File: config.mk
export PLATFORM = sky130hd
export DESIGN_NAME = df_psums_dma_walker
export DESIGN_NICKNAME = d
export VERILOG_FILES = /design/src/rtl/df_psums_dma_walker.sv
export SDC_FILE = /design/constraint.sdc
export NUM_CORES = 1
export LEC_CHECK = 0
export CELL_PAD_IN_SITES_DETAIL_PLACEMENT = 1
export CELL_PAD_IN_SITES_GLOBAL_PLACEMENT = 1
export CORE_ASPECT_RATIO = 1.2
export CORE_MARGIN = 5
export CORE_UTILIZATION = 35
export DETAILED_ROUTE_END_ITERATION = 10
export PLACE_DENSITY = 0.69
export SYNTH_ARGS = -nofsm -noshare
export SYNTH_HDL_FRONTEND = slang
export SYNTH_SLANG_ARGS = --single-unit
File: constraint.sdc
create_clock -name i_clk -period 21.5 [get_ports i_clk]
set_input_delay 6.45 -clock i_clk [delete_from_list [all_inputs] [get_ports i_clk]]
set_output_delay 6.45 -clock i_clk [all_outputs]
set_load 0.05 [all_outputs]
File: src/rtl/df_psums_dma_walker.sv
// Partial-sums DMA walker: takes one pointer descriptor per tile and
// issues one burst request per k/y loop iteration to the DMA engine.
module df_psums_dma_walker #(
  parameter int ADDR_W = 32,
  parameter int OFF_W  = 24
) (
  input  logic              i_clk,
  input  logic              i_rst,
  input  logic              i_start_valid,
  output logic              o_start_ready,
  input  logic [ADDR_W-1:0] i_base_addr,
  input  logic [OFF_W-1:0]  i_ett,
  input  logic [OFF_W-1:0]  i_y_step,
  input  logic [OFF_W-1:0]  i_y_lim,
  input  logic [OFF_W-1:0]  i_k_step,
  input  logic [11:0]       i_k_lim,
  output logic              o_req_valid,
  input  logic              i_req_ready,
  output logic [ADDR_W-1:0] o_req_addr,
  output logic [OFF_W-1:0]  o_req_len,
  output logic              o_req_last,
  output logic              o_busy,
  output logic              o_done
);

  typedef enum logic [1:0] {
    IDLE,
    ISSUE,
    DONE
  } state_t;

  state_t            state;
  logic [ADDR_W-1:0] base;
  logic [OFF_W-1:0]  y_step;
  logic [OFF_W-1:0]  y_lim;
  logic [OFF_W-1:0]  k_step;
  logic [OFF_W-1:0]  k_lim;
  logic [OFF_W-1:0]  y_off;
  logic [OFF_W-1:0]  k_off;

  logic [OFF_W:0]    y_nxt;
  logic [OFF_W:0]    k_nxt;
  logic              y_adv;
  logic              k_adv;
  logic [OFF_W-1:0]  y_new;
  logic [OFF_W-1:0]  k_new;
  logic              degen;

  // Sums carry one extra bit so a step near the field limit cannot wrap
  // back below the bound and loop forever.
  always_comb begin
    y_nxt = {1'b0, y_off} + {1'b0, y_step};
    k_nxt = {1'b0, k_off} + {1'b0, k_step};
    y_adv = (y_step != '0) && (y_nxt < {1'b0, y_lim});
    k_adv = (k_step != '0) && (k_nxt < {1'b0, k_lim});
    y_new = '0;
    k_new = k_off;
    if (y_adv) begin
      y_new = y_nxt[OFF_W-1:0];
    end else if (k_adv) begin
      k_new = k_nxt[OFF_W-1:0];
    end else begin
      k_new = '0;
    end
    degen = (i_ett == '0) || (i_y_lim == '0) || (i_k_lim == '0);
  end

  assign o_req_last = o_req_valid & ~y_adv & ~k_adv;

  always_ff @(posedge i_clk) begin
    if (i_rst) begin
      state         <= IDLE;
      o_start_ready <= 1'b1;
      o_req_valid   <= 1'b0;
      o_busy        <= 1'b0;
      o_done        <= 1'b0;
      o_req_addr    <= '0;
      o_req_len     <= '0;
      base          <= '0;
      y_step        <= '0;
      y_lim         <= '0;
      k_step        <= '0;
      k_lim         <= '0;
      y_off         <= '0;
      k_off         <= '0;
    end else begin
      o_done <= 1'b0;
      unique case (state)
        IDLE: begin
          if (i_start_valid) begin
            base          <= i_base_addr;
            o_req_len     <= i_ett;
            y_step        <= i_y_step;
            y_lim         <= i_y_lim;
            k_step        <= i_k_step;
            k_lim         <= OFF_W'(i_k_lim);
            y_off         <= '0;
            k_off         <= '0;
            o_req_addr    <= i_base_addr;
            o_start_ready <= 1'b0;
            o_busy        <= 1'b1;
            if (degen) begin
              state  <= DONE;
              o_done <= 1'b1;
            end else begin
              state       <= ISSUE;
              o_req_valid <= 1'b1;
            end
          end
        end
        ISSUE: begin
          if (i_req_ready) begin
            if (y_adv || k_adv) begin
              y_off      <= y_new;
              k_off      <= k_new;
              o_req_addr <= base + ADDR_W'(k_new) + ADDR_W'(y_new);
            end else begin
              state       <= DONE;
              o_req_valid <= 1'b0;
              o_done      <= 1'b1;
              y_off       <= '0;
              k_off       <= '0;
            end
          end
        end
        DONE: begin
          state         <= IDLE;
          o_busy        <= 1'b0;
          o_start_ready <= 1'b1;
        end
        default: state <= IDLE;
      endcase
    end
  end

endmodule

# --- After elaboration in Yosys (flattened, before gate mapping) ---
# Cells that the tools add are included.
# W data, S select, Z words.
totals:
  reg_bits: 226
  latch_bits: 0
  ramBits: 0
  romBits: 0
  inputBits: 144
  output_inout_bits: 61
  word_cells: 83
  memories: 0
op_classes:
  n_addsub: 4
  n_mul: 0
  div_mod_pow: 0
  magnitude_cmp: 2
  n_eq_ne: 7
  shift: 0
  muxes: 33
  bitwise_logic: 4
  n_reduce_logical: 19
ops:
  columns: ["cell", "n"]
  rows:
  - ["$mux W24", 8]
  - ["$mux W32", 3]
  - ["$pmux W24 S2", 2]
  - ["$add A32 B24 Y32", 2]
  - ["$pmux W32 S2", 1]
  - ["$add A24 B24 Y25", 2]
  - ["$logic_not A24 Y1", 2]
  - ["$reduce_bool A24 Y1", 2]
  - ["$lt A25 B12 Y1", 1]
  - ["$lt A25 B24 Y1", 1]
  - ["$logic_not A12 Y1", 1]
  - ["$mux W1", 10]
  - ["$ne A2 B2 Y1 const B", 5]
  - ["$mux W2", 4]
  - ["$pmux W1 S2", 4]
  - ["$reduce_and A3 Y1", 2]
  - ["$reduce_and A5 Y1", 1]
  - ["$pmux W2 S2", 1]
  - ["$reduce_and A2 Y1", 2]
  - ["$reduce_and A4 Y1", 1]
  - ["$reduce_bool A2 Y1", 2]
  - ["$logic_or A1 B1 Y1", 3]
  - ["$and A1 B1 Y1", 2]
  - ["$eq A2 B1 Y1 const B", 1]
  - ["other kinds (4)", 6]

# --- Depth between registers and ports, before layout ---
# Gate-level depths: netlist (run 1).
logic_depth:
  ltp_word: 10
  ltp_mapped: 36
  depth_no_buf: 34

# --- Worst setup path before layout (run 1) ---
# No wires, ideal clock.
synth_timing:
  path_type: "reg-to-output"
  from: "register y_step[0]"
  to: "output o_req_last"
  t_arrival_ns: 4.290
  required_time_ns: 15.050
  path_slack_ns: 10.760
  stages_incl_launch_ff: 15
  path_buffers: 0
  cell_sequence: "dfxtp_1 -> ha_1 -> fa_1 -> a211o_1 -> o211ai_1 -> o211a_1 -> o21ai_0 -> a41o_1 -> o41ai_2 -> mux2i_1 -> or2_2 -> ha_1 -> nand4_1 -> o41ai_4 -> and3_1"
synth_between:
  elab_chain_cells: 6
  word_cells_on_any_way: 7
  classes_between: "1 x add/sub; 1 x order compare; 3 x bitwise; 2 x reduce/logical"
synth_rtl:
  columns: ["item", "line_no", "text"]
  rows:
  - ["start, declared", "34", "logic [OFF_W-1:0] y_step;"]
  - ["start signal, assigned", "93", "y_step <= i_y_step;"]
  - ["$add A24 B24 Y25", "52", "y_nxt = {1'b0, y_off} + {1'b0, y_step};"]
  - ["$lt A25 B24 Y1", "54", "y_adv = (y_step != '0) && (y_nxt < {1'b0, y_lim});"]
  - ["$logic_and A1 B1 Y1 (*)", "54", null]
  - ["$not A1 Y1 (*)", "68", "assign o_req_last = o_req_valid & ~y_adv & ~k_adv;"]
  - ["$and A1 B1 Y1 (*) (2 in a row)", "68", null]
  - ["end, declared", "21", "output logic o_req_last,"]
# Every way passes the cells marked *; elsewhere a longest branch is shown, timed or not.

# --- Final worst setup path (run 1) ---
layout_timing:
  from: "register k_step[0]"
  to: "output o_req_last"
layout_between:
  elab_chain_cells: 5
  word_cells_on_any_way: 6
  classes_between: "1 x add/sub; 1 x order compare; 2 x bitwise; 2 x reduce/logical"
layout_rtl:
  columns: ["item", "line_no", "text"]
  rows:
  - ["start, declared", "36", "logic [OFF_W-1:0] k_step;"]
  - ["start signal, assigned", "95", "k_step <= i_k_step;"]
  - ["$add A24 B24 Y25", "53", "k_nxt = {1'b0, k_off} + {1'b0, k_step};"]
  - ["$lt A25 B12 Y1", "55", "k_adv = (k_step != '0) && (k_nxt < {1'b0, k_lim});"]
  - ["$logic_and A1 B1 Y1 (*)", "55", null]
  - ["$not A1 Y1 (*)", "68", null]
  - ["$and A1 B1 Y1 (*)", "68", null]
# Marked as above.

==> results of run 1 <==
-- routing by layer --
metal	share of wire [%]	track usage, %
met5	0.025	0
met4	3.2	7.05
met3	3.3	2.64
met2	52	40.9
met1	42	26.8
-- tightest hold or removal path: stages, from the launching register on --
cell,delay (ps)
dfxtp_1,310
nand2_1,60
nand2_1,40
-- path summary, 6_finish.rpt --
check / startpoint / end / slack [ps] / cells after the start
setup reg to reg: y_step[0]$_SDFFE_PP0P_ / o_req_addr[30]$_SDFFE_PP0P_ / 12560 / 32
setup / recovery: k_step[0]$_SDFFE_PP0P_ / o_req_last / 8920 / 21
hold / removal: o_start_ready$_SDFFE_PP1P_ / o_start_ready$_SDFFE_PP1P_ / 450 / 2
hold reg to reg: o_start_ready$_SDFFE_PP1P_ / o_start_ready$_SDFFE_PP1P_ / 450 / 2
-- flip-flops by register name, summed over array words and instances (netlist names), 2 cells and up --
name        cells
k_off          24
o_req_len      24
state           2
y_step         24
y_lim          24
y_off          24
k_lim          12
o_req_addr     32
k_step         24
base           32
-- placed cells by master (no fill, tap or decap), drive strengths merged, types with 32 or more instances in the layout --
cell type      Yosys  routed
inv              133     134
nand3             32      32
nor2              90      90
clkbuf            81      37
a21oi            236     236
clkdlybuf4s50      0     203
dfxtp            226     226
o21ai             58      58
nor4              32      32
ha               106     106
nand2            415     415
-- cell type report --
| type | count | area [sq um] |
|---|---|---|
| fill | 5135 | 23600 |
| multi-input combinational | 1428 | 9160 |
| sequential | 226 | 4520 |
| timing repair buffer | 216 | 2130 |
| clock buffer | 37 | 723 |
| tap | 546 | 683 |
| inverter | 133 | 499 |
| clock inverter | 11 | 119 |
-- stage by stage --
step           cells  cell area (sq um)  hold slack [ps]
2_1_floorplan   1887              14600              436
3_3_place_gp    2549              17000              442
3_5_place_dp    2549              17000              449
4_1_cts         2597              17800              456
5_1_grt         2597              17800              473
6_report        2597              17800              452
-- cell families after synthesis --
| kind of cell | after synthesis | share of synthesized area, % |
|---|---|---|
| AOI/OAI and AO/OA | 511 | 22.7 |
| xor gates and xnor gates | 43 | 2.58 |
| adders and majority gates | 133 | 12.8 |
| buffers and inverters | 233 | 6.29 |
| DFF | 226 | 31.0 |
| muxes | 36 | 2.83 |
| and+or+nand+nor | 705 | 21.7 |
-- report_power, final --
part | total [mW] | switching [mW] | internal (mW)
Sequential | 0.478 | 0.0245 | 0.453
Clock | 0.449 | 0.190 | 0.259
Combinational | 0.448 | 0.292 | 0.156
==> metrics.md, run 1 <==
| Metric | Value |
|---|---|
| Status | `finished clean` |
| Synth async-reset ratio | `0%` |
| Initial antenna violation count | `1` |
| Global-route wire length before repair | `82200 um` |
| Count leader, synth | `nand2_1` |
| Largest cells by area after synthesis | `dfxtp_1 (31%), nand2_1 (11%), ha_1 (9.1%)` |
| Clk_lat worst skew | `570 ps` |
| Avg WL per Cell | `20.0 um` |
| Max-Cap Viols | `0` |
| Layout cell share with drive strength beyond 1 | `5.07%` |
| Worst Slack Setup Final | `8920 ps` |
| DRC | `0` |
| CTS Hold Bufs | `0` |
| Crit start category | `flip-flop` |
| Worst Tran Pin Value | `1110 ps` |
| Total Power | `1.37 mW` |
| Clk pin slew, worst setup/hold paths | `60 ps` |
| GRT Util Overall | `22.2%` |
| Critical Path RT | `15050 ps` |
| Die area | `45800 sq um` |
| PwrDens | `77.0 nW/um^2` |
| Rows | `82` |
| Synthesized area per cell | `7.72 sq um` |
| Final Hold Viols | `0` |
| TritonCTS buffer count | `27` |
| Largest net degree at the start of global routing | `105` |
| HPWL after DPL | `39900 um` |
| Total number of vias | `14000` |
| Mapped Nets | `2164` |
| RSZ-0062 raised after global routing | `false` |
| Final GP Congestion | `0.898` |
| # diodes | `0` |
| Crit-path max cell delay | `720 ps` |
| Largest area contributor in the netlist | `dfxtp_1` |
| Root Driver | `clkbuf_16` |
| Clock skew | `11.6 ps` |
| CTS Buffer Depth | `3` |
| Mapped Cells | `1887` |
| Detail Route Antenna Nets | `0` |
| DRT Wirelength | `52000 um` |
| Setup tns final | `0 ps` |
| Yosys reg bits | `226` |
| Area growth syn-to-layout | `22.5%` |
| YS warnings | `0` |
| Grt ovf | `0` |
| Kind of critical path | `flip-flop to primary output` |
| Core area | `41400 sq um` |
| Core Util, Final | `43.1%` |
| Worst IR Drop VDD | `53.0 uV` |
| Vias per cell | `5.39` |
| # port buffers | `204` |
| Clock sink count | `226` |
| Setup crit end kind | `primary output` |
| Die height | `234 um` |
| Fmax | `0.0795 GHz` |
| Post-synth top flop | `dfxtp_1` |
| # IOs | `205` |
| Setup violation total in the final timing report | `0` |
| Most frequent CP cell | `a21oi_1` |
| Initial Utilization | `35.2%` |
| TritonCTS clock tree | `yes` |
| EDFF count, synth | `0` |
| Critical Path AT | `6130 ps` |
| Cell family with most CP delay | `compound AO/OA/AOI/OAI gates` |
| Fin crit share | `58.5%` |
| Pre-Repair DR Iteration Count | `5` |
| Die width | `196 um` |
| Final Max Slew Viols | `0` |
| Area fraction of the dominant cell type after synthesis | `31.0%` |
| Number of setup buffers added after CTS | `0` |
| Nets | `2309` |
| Post-cts gate resize count | `0` |
| Crit Path Max Fanout | `26` |
| Sequential element share of the synthesized area | `31.0%` |
| Vias in the first global route | `14800` |
| Number of buffers and inverters on the critical path | `3` |
| Worst hold path type | `flip-flop to flip-flop` |
| DR iter-0 viols | `589` |
| CTS H-tree lvls | `1` |
| Worst path slowest cell | `clkdlybuf4s50_1` |
| CP cell instances | `ha_1 > fa_1 > a211oi_2 > o21bai_1 > a21oi_1 > o21bai_1 > a21oi_1 > xnor2_1 > inv_1 > ha_1 > a211oi_1 > o21ai_0 > a21oi_1 > o21ai_0 > a211oi_1 > o211ai_1 > nor4_4 > buf_4 > nand2_4 > and3_1 > clkdlybuf4s50_1` |
| Dpl ws | `9660 ps` |
| Slew margin rel. | `26.1%` |
| Library cells used by synthesis | `85` |
| Crit path time final | `12580 ps` |
| Post-synth top cells | `nand2_1 (413), a21oi_1 (236), dfxtp_1 (226)` |
| Synth Cell Area | `14600 sq um` |
| Cell leakage power | `7.29 nW` |
No activity file was read; power rests on OpenSTA's default activity.
==> run 2: changes to the inputs <==
--- a/config.mk
+++ b/config.mk
@@ -11,7 +11,7 @@
 export CORE_MARGIN = 5
 export CORE_UTILIZATION = 35
 export DETAILED_ROUTE_END_ITERATION = 10
-export PLACE_DENSITY = 0.69
+export PLACE_DENSITY = 0.72
 export SYNTH_ARGS = -nofsm -noshare
 export SYNTH_HDL_FRONTEND = slang
 export SYNTH_SLANG_ARGS = --single-unit
==> constraint.sdc (replaced) <==
create_clock -name i_clk -period 10.3 [get_ports i_clk]
set_input_delay 3.09 -clock i_clk [delete_from_list [all_inputs] [get_ports i_clk]]
set_output_delay 3.09 -clock i_clk [all_outputs]
set_load 0.05 [all_outputs]
==> run 2 against run 1 <==
Compared with the run above:
- total power increased by 110%
- sequential cell count unchanged
- final area increased by 0.47%
- count of clock-buffer cells in the layout decreased by 6
- final cell count unchanged
- global-route usage decreased by 0.24 points
- register-to-register slack got worse by 11000 ps
- clock power increased by 120%
- combinational power increased by 110%
- wire length decreased by 0.66%
- via count about the same
- setup slack got worse by 7800 ps
==> metrics.md, run 2 (same netlist as run 1, synthesis figures left out) <==
| Metric | Value |
|---|---|
| Status | `finished clean` |
| Grt ovf | `0` |
| Crit Path Max Fanout | `10` |
| Fin crit share | `89.2%` |
| DRC | `0` |
| Worst IR Drop VDD | `127 uV` |
| Core area | `41400 sq um` |
| Clk_lat worst skew | `560 ps` |
| Layout cell share with drive strength beyond 1 | `5.46%` |
| Slew margin rel. | `23.4%` |
| Clock skew | `10.8 ps` |
| Rows | `82` |
| Internal reg-to-reg setup slack | `1730 ps` |
| TritonCTS buffer count | `27` |
| R2R cell count | `34` |
| Setup crit end kind | `primary output` |
| Critical R2R Launch | `y_step[0]$_SDFFE_PP0P_` |
| Worst Tran Pin Value | `1150 ps` |
| CTS Hold Bufs | `0` |
| Crit start category | `flip-flop` |
| Worst Hold Launch | `y_lim[8]$_SDFFE_PP0P_` |
| Cell leakage power | `7.35 nW` |
| Final Max Slew Viols | `0` |
| Setup tns final | `0 ps` |
| Filler cells | `5069` |
| Detail Route Antenna Nets | `0` |
| Critical Path AT | `6100 ps` |
| Final Hold Viols | `0` |
| Fmax | `0.109 GHz` |
| Clock sink count | `226` |
| GRT Util Overall | `22.0%` |
| # diodes | `0` |
| TritonCTS clock tree | `yes` |
| CTS H-tree lvls | `1` |
| Vias in the first global route | `15000` |
| Depth of the worst hold-timing path | `2` |
| Worst hold path type | `flip-flop to flip-flop` |
| PwrDens | `163 nW/um^2` |
| Hold Path Sink | `y_lim[8]$_SDFFE_PP0P_` |
| Vias per cell | `5.39` |
| Initial antenna violation count | `3` |
| Clk pin slew, worst setup/hold paths | `60 ps` |
| Final GP Congestion | `0.873` |
| Critical Path RT | `7210 ps` |
| Area growth syn-to-layout | `23.0%` |
| Nets | `2308` |
| Total number of vias | `14000` |
| Most common cell after layout, fill and taps aside | `nand2_1` |
| Kind of critical path | `flip-flop to primary output` |
| Die width | `196 um` |
| Total Power | `2.93 mW` |
| Largest net degree at the start of global routing | `143` |
| Biggest regs | `base: 32 flops, o_req_addr: 32 flops` |
| Final cell count without fillers | `2597` |
| Setup violation total in the final timing report | `0` |
| DRT Wirelength | `51700 um` |
| Commonest cells after routing, fill and taps aside | `nand2_1 (413), a21oi_1 (236), dfxtp_1 (226), clkdlybuf4s50_1 (203), inv_1 (132)` |
| Initial Utilization | `35.2%` |
| DR iter-0 viols | `498` |
| CTS Buffer Depth | `3` |
| Avg WL per Cell | `19.9 um` |
| Post-cts gate resize count | `0` |
| Worst reg2reg endpoint | `o_req_addr[23]$_SDFFE_PP0P_` |
| Crit path time final | `9190 ps` |
| Global-route wire length before repair | `81700 um` |
| Die height | `234 um` |
| Root Driver | `clkbuf_16` |
| # port buffers | `204` |
| HPWL after DPL | `39700 um` |
| Die area | `45800 sq um` |
| Cell count after placement | `2548` |
| # IOs | `205` |
| Number of setup buffers added after CTS | `0` |
| Pre-Repair DR Iteration Count | `5` |
| RSZ-0062 raised after global routing | `false` |
| Max-Cap Viols | `0` |
## run 2: changes by cell type in the layout (fill, tap and decap cells not counted), moves of 2 or more
cell       previous run  this run
buf_4                12        10
bufinv_16             2         4
clkbuf_1              9         1
clkbuf_8              1         3
clkinv_2              4         8
## run 2: layout make-up
class                   count  area [sq um]  share of cell area (%)
inverters                 133           499                    2.78
well taps                 546           683                    3.81
clock buffers              31           721                    4.02
multi-input cells        1428          9160                    51.1
repair buffers            215          2140                    11.9
flip-flops and latches    226          4520                    25.2
clock inverters            18           208                    1.16
## run 2: where the power goes
| part | total (mW) | internal [mW] | switching, mW |
|---|---|---|---|
| Sequential | 0.996 | 0.946 | 0.0507 |
| Clock | 1.00 | 0.601 | 0.401 |
| Combinational | 0.932 | 0.326 | 0.606 |
| Total | 2.93 | 1.87 | 1.06 |
## run 2: worst max-delay path by stage
stage / from / endpoint / slack (ps) / cells past startpoint
6_report: y_step[0]$_SDFFE_PP0P_ / o_req_last / 1110 / 15
3_5_place_dp: y_step[0]$_SDFFE_PP0P_ / o_req_last / 1760 / 15
4_1_cts: y_step[0]$_SDFFE_PP0P_ / o_req_last / 1090 / 15
5_1_grt: k_step[0]$_SDFFE_PP0P_ / o_req_last / 670 / 21
2_1_floorplan: y_step[0]$_SDFFE_PP0P_ / o_req_last / 2920 / 14
3_3_place_gp: y_step[0]$_SDFFE_PP0P_ / o_req_last / 1900 / 15
## run 2: stage by stage
step | cell area [sq um] | util (%) | worst slack [ps] | hold slack (ps)
final | 17900 | 43.3 | 1110 | 455
after global routing | 17900 | 43.3 | 669 | 469
after CTS | 17900 | 43.3 | 1090 | 457
after detailed placement | 17000 | 41.0 | 1760 | 449
after global placement | 17000 | 41.0 | 1900 | 438
after floorplan | 14600 | - | 2920 | 436
## run 2: critical path, cell delays in order (launching register included)
cell and delay [ps]:
dfxtp_1 330, ha_1 230, fa_1 430, a211o_1 320
o211ai_1 150, o211a_1 260, o21ai_0 160, a41o_1 310
o41ai_2 370, mux2i_1 150, or2_2 320, ha_1 300
nand4_1 200, o41ai_4 830, and3_1 340, clkdlybuf4s50_1 830
## run 2: metal layers
layer	part of all wire (%)	up-vias	routed length, um	global-route usage (%)
li1	-	6862	-	-
met3	3.7	82	1900	3.27
met2	51	214	26300	40.4
met1	42	6835	21800	26.1
met5	0.025	-	13	0
met4	3.1	2	1600	6.96
==> edit 1 (flow settings as in run 1) <==
Change the parameter `ADDR_W` from 32 to 48.
--- a/src/rtl/df_psums_dma_walker.sv
+++ b/src/rtl/df_psums_dma_walker.sv
@@ -3,3 +3,3 @@
 module df_psums_dma_walker #(
-  parameter int ADDR_W = 32,
+  parameter int ADDR_W = 48,
   parameter int OFF_W  = 24
Ports: changed (resized i_base_addr and o_req_addr); port bits go from 205 to 237. The function was not compared with the original's and may differ.
==> edit 1 against run 1 <==
Worst setup slack improved by 370 ps. Synthesized cell count rose by 6.8%. Cell area rose by 8.2%. Critical endpoint unchanged. Wire length rose by 7.8%. Sequential cell count rose by 32. Utilization rose by 0.88 points. Total power rose by 7.0%. Area after synthesis rose by 6.7%. Non-clock buffer count rose by 34. Sequential power rose by 13%. Sequential share of layout area rose by 1.4 points.
==> edit 1: results (changes against run 1) <==
* Filler instances: 5341 (+4.0%)
* Synthesized instance count: 2016 (+6.8%)
* Net switching fraction of the power: 34.9% (-2.0 points)
- Biggest area contributors in the synthesized netlist: sky130_fd_sc_hd__dfxtp_1 33%, sky130_fd_sc_hd__nand2_1 11%, sky130_fd_sc_hd__ha_1 8.5%
- Clock-pin slew reported for the worst setup and hold paths after clock tree synthesis: 60 ps (about the same)
- The cell leakage power came to 7.95 nW (+9.0%).
* DRC marker count from the first detailed-route iteration: 654 (+11%)
* Global placement routability congestion: 0.898 (-0.10%)
- Number of nets produced by synthesis: 2309 (+6.7%)
- The count of buffers from port buffering was 236 (+16%).
- Worst Skew: 13.9 ps (+2.33 ps)
- The fraction of registers with async set or reset after synthesis was 0% (unchanged).
- Met3 layer wire length in the routed design: 1880 um (+8.1%)
- WP data arrival: 5760 ps (-370 ps)
- Antenna violations before repair: 2 (+1)
- Portion of the post-synthesis area used by sequential elements: 33.2% (+2.2 points)
* Non-filler cells, final: 2767 (+6.5%)
* Hold Path End: o_req_addr[0]
- Status: finished clean
- Total CTS buffers: 30 (+11%)
- The pin count of the biggest net entering global routing was 97 (-7.6%).
* Fin nets: 2475 (+7.2%)
- Top post-synthesis cells by count: 442 x sky130_fd_sc_hd__nand2_1, 260 x sky130_fd_sc_hd__a21oi_1, 258 x sky130_fd_sc_hd__dfxtp_1
- The antenna violation net count after detailed routing is 0 (unchanged).
* Met2 track utilization from global routing: 39.7% (-1.2 points)
- The count of cells along the worst register-to-register path was 36 (+13%).
- Power of the sequential group: 0.541 mW (+13%)
- DP HPWL: 43000 um (+7.6%)
- Share of final-layout standard cells stronger than drive strength 1: 3.63% (-1.4 points)
- Endpoint of the lowest-slack register-to-register path: o_req_addr[47]
* Clk Tree Root Cell: sky130_fd_sc_hd__clkbuf_16
- In the final layout, the registers with the most flip-flops are base x48, o_req_addr x48.
* Number of different library cells in the post-synthesis netlist: 66 (-22%)
* Met1 usage in global routing: 27.1% (+0.34 points)
- Max rail drop VDD: 0.0569 mV (+7.4%)
- The headroom to the max-slew limit is 27.2% (+1.2 points).
- Post-place setup slack: 9850 ps (+191 ps)
* Later-pin clock latency in the skew report: 590 ps (+20 ps)
- Number of global-route vias before repair: 15700 (+6.5%)
- The startpoint identified for the worst hold timing path is o_req_addr[0].
- The hold slack was 453 ps (+0.562 ps).
- The power in combinational cells came to 0.417 mW (-6.9%).
- The cell count after placement is 2709 (+6.3%).
* Worst R2R Setup Slack: 11410 ps (-1150 ps)
- The met3 routing resource usage after global routing came to 2.85% (+0.21 points).
- The total number of vias is 15000 (+7.4%).
- Post-route total power: 1.47 mW (+7.0%)
* Crit Path Max Fanout: 4 (-85%)
- The sum of routed wire segments on met1 was 23900 um (+10%).
- The total routing usage reported by global routing was 22.1% (-0.043 points).
- Highest routed layer: met4
* First-pass GRT wire length: 87300 um (+6.2%)
- The placed standard-cell area is 0.0183 mm2 (+7.6%).
## edit 1: cell types whose count changed after synthesis, sizes merged, moves of 14 or more
cell    delta
a211o     +22
a21oi     +24
a22o      +14
clkbuf    +25
dfxtp     +32
inv       -18
mux2      -15
nand2     +27
nor2      +20
xnor2     +17
xor2      +17
## edit 1: cell families after synthesis
logic type	count (synthesis)	share of synthesized area (%)
AND/OR/NAND/NOR	740	20.9
adder cells (fa/ha/maj)	133	12.0
XOR/XNOR	77	4.34
flip-flops	258	33.2
buffers and inverters	231	5.65
multiplexers	24	1.55
AO/OA/AOI/OAI	553	22.3
## edit 1: cell type report
class / count / area, um2 / share of cell area, %
multi-input cells: 1527 / 9530 / 49.4
flip-flops and latches: 258 / 5160 / 26.8
repair buffers: 250 / 2470 / 12.8
clock buffers: 45 / 927 / 4.80
well taps: 559 / 699 / 3.62
inverters: 115 / 432 / 2.24
clock inverters: 10 / 76.3 / 0.395
diodes: 3 / 7.51 / 0.0389
==> edit 2 (settings of run 1) <==
Made on the original files. Reset style: asynchronous (`i_rst`), changed in one clocked block.
--- a/src/rtl/df_psums_dma_walker.sv
+++ b/src/rtl/df_psums_dma_walker.sv
@@ -69,3 +69,3 @@
 
-  always_ff @(posedge i_clk) begin
+  always_ff @(posedge i_clk or posedge i_rst) begin
     if (i_rst) begin
Behaviour: not the same (a bounded check fails within 4 cycles, from zero or initial values and one cycle with i_rst high; the reset may be asserted at any time).
==> edit 2 against run 1 <==
Cell area about the same. Fmax down 4.7%. Wire length down 10%. Cell count down 7.4%. Sequential cell count unchanged. Worst setup slack worse by 620 ps. Area after synthesis down 1.2%. First-iteration DRC count down 20%. Critical endpoint unchanged.
Power is not compared: it rests on default switching activity, and its combinational part moved more than twofold at a synthesized area within 25%.
==> edit 2: results (changes against run 1) <==
* Filler instances: 4806 (-6.4%)
* Biggest area contributors in the synthesized netlist: sky130_fd_sc_hd__dfrtp_1 39%, sky130_fd_sc_hd__nand2_1 12%, sky130_fd_sc_hd__ha_1 9.2%
- Row count: 81 (-1.2%)
- Longest individual stage delay on the worst path: 760 ps (+40 ps)
- The largest individual stage delay along the critical path comes from the cell sky130_fd_sc_hd__o31ai_1.
- The pin count of the biggest net entering global routing was 106 (+0.95%).
* Critical R2R Launch: y_step[1]
* Area of combinational cells with multiple inputs: 0.00805 mm2 (-12%)
- Overall global routing resource usage: 20.4% (-1.8 points)
* Worst Skew: 19.9 ps (+8.25 ps)
* Share of final-layout standard cells stronger than drive strength 1: 3.54% (-1.5 points)
- Power Combinational: 2.01 mW
- Fin nets: 2121 (-8.1%)
- The final estimated routing congestion in global placement came to 0.872 (-2.9%).
- Storage element area: 0.00566 mm2 (+25%)
- DP HPWL: 36700 um (-8.0%)
* Synthesized instance count: 1664 (-12%)
- Number of combinational gates with multiple inputs: 1256 (-12%)
- NonClk Buf Share: 11.9% (-0.038 points)
* Worst R2R Setup Slack: 11860 ps (-700 ps)
- The worst-path maximum fanout was 41 (+58%).
* Number of different library cells in the post-synthesis netlist: 70 (-18%)
* ClkCell Share: 4.87% (+0.15 points)
- DP Area: 0.0170 mm2 (-0.28%)
- The flow ran to the end, and the final reports show no timing, DRC or antenna violations.
* Hold Path End: o_req_len[14]
* Number of global-route vias before repair: 13600 (-7.9%)
- The count of routing violations after the opening detailed-route iteration is 474 (-20%).
- The count of buffers from port buffering is 204 (unchanged).
- Of the total power, the share spent switching nets is 49.3%.
* First-pass GRT wire length: 74600 um (-9.2%)
- Source of the worst hold timing path: o_req_len[14]
* Min Hold Slack: 477 ps (+24.9 ps)
* Inverter count of the layout excluding clock inverters: 118 (-11%)
* Most used flip-flop cell after synthesis: sky130_fd_sc_hd__dfrtp_1
* Post-route total power: 3.18 mW
- The fraction of registers with async set or reset after synthesis is 100% (+100 points).
* WP data arrival: 6750 ps (+620 ps)
- The endpoint identified for the worst register-to-register timing path is o_req_addr[30].
* Worst hold path type: register to register
* Top post-synthesis cells by count: 449 x sky130_fd_sc_hd__nand2_1, 225 x sky130_fd_sc_hd__dfrtp_1, 127 x sky130_fd_sc_hd__o21ai_0
- Antenna diode count: 2 (+2)
- The fraction of the yosys area taken by sequential cells was 39.3% (+8.2 points).
- Slew at the pin closest to its max-slew limit: 1140 ps (+29.0 ps)
* Layout clock buffer count: 45 (+22%)
* Average wire per standard cell: 19.4 um (-2.8%)
* Antenna violations before repair: 2 (+1)
- Sequential cell count: 226 (unchanged)
- The number of nets in the synthesized netlist came to 1941 (-10%).
==> edit 2: cell families after synthesis <==
logic type               share of synthesized area, %
multiplexers                                     2.55
flip-flops                                       39.3
adder cells (fa/ha/maj)                          13.0
XOR/XNOR                                         3.59
AND/OR/NAND/NOR                                  19.9
buffers and inverters                            4.93
AO/OA/AOI/OAI                                    16.8
==> edit 2: layer usage <==
layer  track usage (%)  share of wire, %  vias to the layer above
met1              24.8                42                     6227
met5                 0                 0                        -
met3              2.82               3.3                       84
met4              7.33               3.7                        0
met2              36.8                51                      201
li1                  -                 -                     6039
==> edit 2: worst max path at each step <==
stage               from    endpoint  slack [ps]  depth (start not counted)
6_report       y_step[1]  o_req_last        8300                         19
5_1_grt        y_step[1]  o_req_last        7970                         19
4_1_cts        y_step[1]  o_req_last        8330                         19
3_5_place_dp   y_step[1]  o_req_last        8930                         19
3_3_place_gp   y_step[1]  o_req_last        9220                         19
2_1_floorplan      i_rst     base[0]        8860                          1
